<file path="config.mk">
export PLATFORM = sky130hd
export DESIGN_NAME = correlation_accumulator
export DESIGN_NICKNAME = d
export VERILOG_FILES = /design/src/rtl/corr_pkg.sv /design/src/rtl/corr_acc_lane.sv /design/src/rtl/correlation_accumulator.sv
export SDC_FILE = /design/constraint.sdc
export NUM_CORES = 1
export LEC_CHECK = 0
export CAP_MARGIN = 0
export CORE_UTILIZATION = 61
export CTS_BUF_LIST = sky130_fd_sc_hd__clkbuf_2 sky130_fd_sc_hd__clkbuf_4 sky130_fd_sc_hd__clkbuf_8
export DETAILED_ROUTE_END_ITERATION = 8
export GPL_ROUTABILITY_DRIVEN = 0
export GPL_TIMING_DRIVEN = 0
export PLACE_DENSITY_LB_ADDON = 0.2
export SLEW_MARGIN = 25
export SYNTH_ARGS = -nofsm -noshare
export SYNTH_HDL_FRONTEND = slang
export SYNTH_SLANG_ARGS = --single-unit
</file>
<file path="constraint.sdc">
create_clock -name CLK -period 4.28 [get_ports CLK]
set_input_delay 1.07 -clock CLK [delete_from_list [all_inputs] [get_ports CLK]]
set_output_delay 1.07 -clock CLK [all_outputs]
set_load 0.1 [all_outputs]
</file>
<file path="src/rtl/corr_pkg.sv">
// Shared defaults, types and FSM encoding for the correlation accumulator.
// The top exposes frame_clr only when CORR_ACC_FRAME_CLR_EN is defined.
package corr_pkg;

  localparam int unsigned CORR_PIXEL_SIZE    = 8;
  localparam int unsigned CORR_NUM_TEMPLATES = 4;
  localparam int unsigned CORR_WINDOW_LEN    = 64;
  localparam int unsigned CORR_ACC_EXT       = $clog2(CORR_WINDOW_LEN);

  typedef logic [CORR_PIXEL_SIZE-1:0]                pix_t;
  typedef logic [2*CORR_PIXEL_SIZE-1:0]              prod_t;
  typedef logic [CORR_PIXEL_SIZE+CORR_ACC_EXT-1:0]   sum_i_t;
  typedef logic [2*CORR_PIXEL_SIZE+CORR_ACC_EXT-1:0] sum_prod_t;

  // ACCUM: window still open; LAST: the next accepted sample closes the window
  typedef enum logic {
    ACCUM = 1'b0,
    LAST  = 1'b1
  } acc_state_e;

endpackage

</file>
<file path="src/rtl/corr_acc_lane.sv">
// One clearable running sum plus the result register it unloads into when a
// window closes. The result register only changes on close.
module corr_acc_lane #(
  parameter int unsigned IN_W  = 8,
  parameter int unsigned SUM_W = 10
) (
  input  logic             clk,
  input  logic             rst_n,
  input  logic             clr,
  input  logic             acc_en,
  input  logic             close,
  input  logic [IN_W-1:0]  in_data,
  output logic [SUM_W-1:0] sum_o
);

  logic [SUM_W-1:0] acc_q, acc_d;
  logic [SUM_W-1:0] res_q, res_d;
  logic [SUM_W-1:0] add_c;

  assign add_c = acc_q + SUM_W'(in_data);

  always_comb begin
    acc_d = acc_q;
    res_d = res_q;
    if (clr) begin
      acc_d = '0;
    end else if (acc_en) begin
      if (close) begin
        // closing sample goes straight into the result; the next window starts empty
        res_d = add_c;
        acc_d = '0;
      end else begin
        acc_d = add_c;
      end
    end
  end

  always_ff @(posedge clk or negedge rst_n) begin
    if (!rst_n) begin
      acc_q <= '0;
      res_q <= '0;
    end else begin
      acc_q <= acc_d;
      res_q <= res_d;
    end
  end

  assign sum_o = res_q;

endmodule

</file>
<file path="src/rtl/correlation_accumulator.sv">
// Window accumulator for I, I^2 and T*I with a valid/ready result port.
// Optional frame_clr input is enabled by defining CORR_ACC_FRAME_CLR_EN.
module correlation_accumulator
  import corr_pkg::*;
#(
  parameter int unsigned PIXEL_SIZE    = CORR_PIXEL_SIZE,
  parameter int unsigned NUM_TEMPLATES = CORR_NUM_TEMPLATES,
  parameter int unsigned WINDOW_LEN    = CORR_WINDOW_LEN
) (
  input  logic                                                     CLK,
  input  logic                                                     RST_N,
`ifdef CORR_ACC_FRAME_CLR_EN
  input  logic                                                     frame_clr,
`endif
  input  logic                                                     in_valid,
  output logic                                                     in_ready,
  input  logic [PIXEL_SIZE-1:0]                                    I,
  input  logic [2*PIXEL_SIZE-1:0]                                  I_square,
  input  logic [NUM_TEMPLATES-1:0][2*PIXEL_SIZE-1:0]               T_x_I,
  output logic                                                     out_valid,
  input  logic                                                     out_ready,
  output logic [PIXEL_SIZE+$clog2(WINDOW_LEN)-1:0]                 sum_I,
  output logic [2*PIXEL_SIZE+$clog2(WINDOW_LEN)-1:0]               sum_I2,
  output logic [NUM_TEMPLATES-1:0][2*PIXEL_SIZE+$clog2(WINDOW_LEN)-1:0] sum_TI,
  output logic [15:0]                                              win_idx
);

  localparam int unsigned ACC_EXT  = $clog2(WINDOW_LEN);
  localparam int unsigned PROD_W   = 2 * PIXEL_SIZE;
  localparam int unsigned SUM_I_W  = PIXEL_SIZE + ACC_EXT;
  localparam int unsigned SUM_P_W  = PROD_W + ACC_EXT;
  localparam int unsigned CNT_W    = ACC_EXT;
  localparam int unsigned IDX_W    = 16;

  acc_state_e         state_q, state_d;
  logic [CNT_W-1:0]   count_q, count_d;
  logic               out_valid_q, out_valid_d;
  logic [IDX_W-1:0]   win_idx_q, win_idx_d;

  logic               frame_clr_c;
  logic               in_ready_c;
  logic               accept_c;
  logic               close_c;

`ifdef CORR_ACC_FRAME_CLR_EN
  assign frame_clr_c = frame_clr;
`else
  assign frame_clr_c = 1'b0;
`endif

  // Only the closing sample can stall, and only while the previous result is unconsumed
  assign in_ready_c = !((state_q == LAST) && out_valid_q && !out_ready) && !frame_clr_c;
  assign accept_c   = in_valid && in_ready_c;
  assign close_c    = accept_c && (state_q == LAST);

  always_ff @(posedge CLK or negedge RST_N) begin
    if (!RST_N) begin
      state_q <= ACCUM;
    end else begin
      state_q <= state_d;
    end
  end

  always_comb begin
    state_d = state_q;
    if (frame_clr_c) begin
      state_d = ACCUM;
    end else begin
      case (state_q)
        ACCUM: if (accept_c && (count_q == CNT_W'(WINDOW_LEN - 2))) state_d = LAST;
        LAST:  if (accept_c) state_d = ACCUM;
        default: state_d = ACCUM;
      endcase
    end
  end

  always_comb begin
    count_d     = count_q;
    out_valid_d = out_valid_q;
    win_idx_d   = win_idx_q;
    if (frame_clr_c || close_c) begin
      count_d = '0;
    end else if (accept_c) begin
      count_d = count_q + CNT_W'(1);
    end
    // A reload in the handshake cycle keeps out_valid high
    if (close_c) begin
      out_valid_d = 1'b1;
      win_idx_d   = win_idx_q + IDX_W'(1);
    end else if (out_valid_q && out_ready) begin
      out_valid_d = 1'b0;
    end
  end

  always_ff @(posedge CLK or negedge RST_N) begin
    if (!RST_N) begin
      count_q     <= '0;
      out_valid_q <= 1'b0;
      win_idx_q   <= '0;
    end else begin
      count_q     <= count_d;
      out_valid_q <= out_valid_d;
      win_idx_q   <= win_idx_d;
    end
  end

  corr_acc_lane #(
    .IN_W  (PIXEL_SIZE),
    .SUM_W (SUM_I_W)
  ) u_lane_i (
    .clk     (CLK),
    .rst_n   (RST_N),
    .clr     (frame_clr_c),
    .acc_en  (accept_c),
    .close   (close_c),
    .in_data (I),
    .sum_o   (sum_I)
  );

  corr_acc_lane #(
    .IN_W  (PROD_W),
    .SUM_W (SUM_P_W)
  ) u_lane_i2 (
    .clk     (CLK),
    .rst_n   (RST_N),
    .clr     (frame_clr_c),
    .acc_en  (accept_c),
    .close   (close_c),
    .in_data (I_square),
    .sum_o   (sum_I2)
  );

  for (genvar k = 0; k < NUM_TEMPLATES; k++) begin : g_ti
    corr_acc_lane #(
      .IN_W  (PROD_W),
      .SUM_W (SUM_P_W)
    ) u_lane_ti (
      .clk     (CLK),
      .rst_n   (RST_N),
      .clr     (frame_clr_c),
      .acc_en  (accept_c),
      .close   (close_c),
      .in_data (T_x_I[k]),
      .sum_o   (sum_TI[k])
    );
  end

  assign in_ready  = in_ready_c;
  assign out_valid = out_valid_q;
  assign win_idx   = win_idx_q;

endmodule

</file>
==> reports/metrics.yaml, run 1 <==
vias: 13335
status: "complete, no violations"
crit_chain: "clkdlybuf4s50_1, nand3b_1, clkdlybuf4s50_1"
ys_types: 67
synth_largest_area_cell: "dfrtp_1"
crit_required_ns: 3.21
synth_seq_cells: 272
ys_seq_area_share_pct: 45.74
grt_pass1_wl_microns: 69370
drt_wl_total_microns: 44160
syn-num-nets: 1746
drc: 0
rsz0062_at_grt: "false"
critPathArrivalTime_ns: 2.90
synth_compound_area_share_pct: 20.24
fin_crit_ns: 3.971
synth_ff_type: "dfrtp_1"
initial_core_util_pct: 62.84
firstDrtPassIters: 5
grt_max_degree: 87
cp_slowest_cell: "clkdlybuf4s50_1"
drt_iter0_markers: 1086
grt_use_total_pct: 36.21
placed_cells: 2112
chipHeight_microns: 158.2
grt_pass1_vias: 13285
clock_skew_ns: 0.01493
antenna_found_initial: 0
area_delta_synth_final_pct: 25.32
core_area_sq_um: 23680
drive_gt1_share_pct: 7.108
end_kind: "output pin"
setup_viol: 0
antenna_cells: 0
tns_ns: 0
grt_overflow: 0
yosys.area_share.simple_pct: 14.45
maxCapViolCount: 0
row_count: 56
post_drt_via_cell_ratio: 6.089
finalNonFillerCells: 2190
cts_tree: "done"
yosysWarnings: 0
synth.most_common_cell: "nand2_1"
holdCritPathClass: "primary input to asynchronous set/reset pin"
cts_setup_buffers: 0
crit_buf_inv: 2
final_nets: 2031
die_x_microns: 158.2
synth_top_family_by_area: "compound AO/OA/AOI/OAI gates"
syn_avg_cell_area_sq_um: 9.558
clock_latency_ns: 0.56
synth_area_sq_um: 14880
synth-xor-area-share_pct: 6.886
cts_sinks: 272
postSynthCellCount: 1557
hold_slack_ns: 0.4093
synth_area_leaders: "dfrtp_1 46%, ha_1 7.7%, nand2_1 7.5%, o21ai_0 5.0%, xnor2_1 4.2%"
netlist.area_leader.share_pct: 45.74
critPathTopFamily: "buffers and inverters"
tightest_slew_ns: 1.103
wl_per_cell_microns: 20.16
relSlewSlack_pct: 26.21
synth_edf_count: 0
h-tree-depth: 2
cts.repair.resized: 0
synth_commonest_cells: "298 x nand2_1, 272 x dfrtp_1, 149 x o21ai_0"
critPathMaxStageDelay_ns: 1.17
crit_top_cell: "clkdlybuf4s50_1"
clk_pin_slew_ns: 0.05
portBuffers: 233
place_hpwl_microns: 31000
power.leakage_nw: 8.561
synthMuxAreaShare_pct: 1.421
synthAdderAreaFrac_pct: 8.458
cts_buffers: 47
cts_hold_repair.buffers: 0
vdd_drop_max_mv: 0.8083
slew_violations: 0
antenna_left: 0
path_class: "primary input to output pin"
pre_cts_ws_ns: 0.2604
powerDensity_nw_per_um2: 909.4
synthArstFlopShare_pct: 100.0
min_period_over_period_pct: 92.79
max_freq_ghz: 0.2518
critPathMaxFanout: 4
io_pins: 234
die-area_sq_um: 25030
startpoint_type: "primary input"
cts_buffer_depth: 3
root_buffer: "clkbuf_8"
timing.final.ws_setup_ns: 0.3086
final-hold-violation-count: 0
n_fill_cell: 1623
-- cell usage in the layout, fill, tap and decap left out, types with 20 or more instances in the layout --
| master | count |
|---|---|
| clkbuf_1 | 53 |
| o21ai_0 | 149 |
| clkbuf_8 | 59 |
| nand2_1 | 298 |
| a21o_1 | 37 |
| a22o_1 | 45 |
| nor2_1 | 59 |
| nand3_1 | 37 |
| o31ai_1 | 20 |
| a21oi_1 | 77 |
| ha_1 | 91 |
| dfrtp_1 | 272 |
| inv_1 | 40 |
| xor2_1 | 46 |
| xnor2_1 | 71 |
| clkdlybuf4s50_1 | 232 |
-- per-stage QoR --
stage | instance area [sq um] | utilization, % | power [mW]
6_report | 18650 | 78.75 | 16.96
5_1_grt | 18650 | 78.75 | 17.88
4_1_cts | 18650 | 78.75 | 16.88
3_5_place_dp | 17700 | 74.74 | 14.38
3_3_place_gp | 17610 | 74.37 | 14.07
2_1_floorplan | 14880 | - | 12.04
-- area by class of cell --
| class | instances | area (sq um) | area share (%) |
|---|---|---|---|
| buffer | 70 | 267.8 | 1.436 |
| sequential | 272 | 6807 | 36.50 |
| inverter | 40 | 150.1 | 0.8050 |
| timing repair buffer | 236 | 2420 | 12.97 |
| multi-input combinational | 1175 | 7657 | 41.06 |
| clock buffer | 76 | 939.7 | 5.038 |
| tap | 319 | 399.1 | 2.140 |
| clock inverter | 2 | 10.01 | 0.05367 |
-- logic make-up after synthesis --
group | count (synthesis)
AO/OA/AOI/OAI | 451
XOR/XNOR | 117
adder cells (fa/ha/maj) | 97
buffers and inverters | 110
flip-flops | 272
multiplexers | 19
AND/OR/NAND/NOR | 491
-- routing by layer --
metal / up-vias / track usage [%] / share of wire, %
met5: - / 0 / 0
met4: 0 / 16.03 / 3.8
met3: 119 / 6.597 / 8.1
met2: 614 / 58.56 / 47
met1: 6532 / 47.60 / 41
li1: 6070 / - / -
-- state kept, by name, indices dropped and copies added, names as in the netlist --
signal                count
g_ti.u_lane_ti.acc_q     88
win_idx                  16
g_ti.u_lane_ti.sum_o     88
count_q                   6
u_lane_i2.sum_o          22
u_lane_i.sum_o           14
u_lane_i.acc_q           14
u_lane_i2.acc_q          22
out_valid                 1
state_q                   1
-- power breakdown --
group	internal [mW]	total [mW]	switching [mW]
registers	3.64	4.39	0.755
clock network	1.37	2.43	1.06
logic	3.13	10.1	7.00
-- path summary, 6_finish.rpt --
path,startpoint,to,slack [ns],cells after the start
min in group CLK,u_lane_i.acc_q[0],u_lane_i.acc_q[0],0.48,2
worst max register to register,state_q,g_ti[2].u_lane_ti.sum_o[10],1.16,6
worst max-delay path,out_ready,in_ready,0.31,3
max in group asynchronous,RST_N,g_ti[0].u_lane_ti.acc_q[9],2.69,3
worst min-delay path,RST_N,g_ti[2].u_lane_ti.sum_o[5],0.41,1
worst min register to register,u_lane_i.acc_q[0],u_lane_i.acc_q[0],0.48,2
Note: power is estimated with default switching activity, not from simulation.
==> inputs of run 2 (changes only) <==
--- a/config.mk
+++ b/config.mk
@@ -5,7 +5,7 @@
 export SDC_FILE = /design/constraint.sdc
 export NUM_CORES = 1
 export LEC_CHECK = 0
-export CAP_MARGIN = 0
+export CAP_MARGIN = 5
 export CORE_UTILIZATION = 61
 export CTS_BUF_LIST = sky130_fd_sc_hd__clkbuf_2 sky130_fd_sc_hd__clkbuf_4 sky130_fd_sc_hd__clkbuf_8
 export DETAILED_ROUTE_END_ITERATION = 8
==> results of run 2 <==
No change in the layout: final DEF, timing and power equal those of run 1.
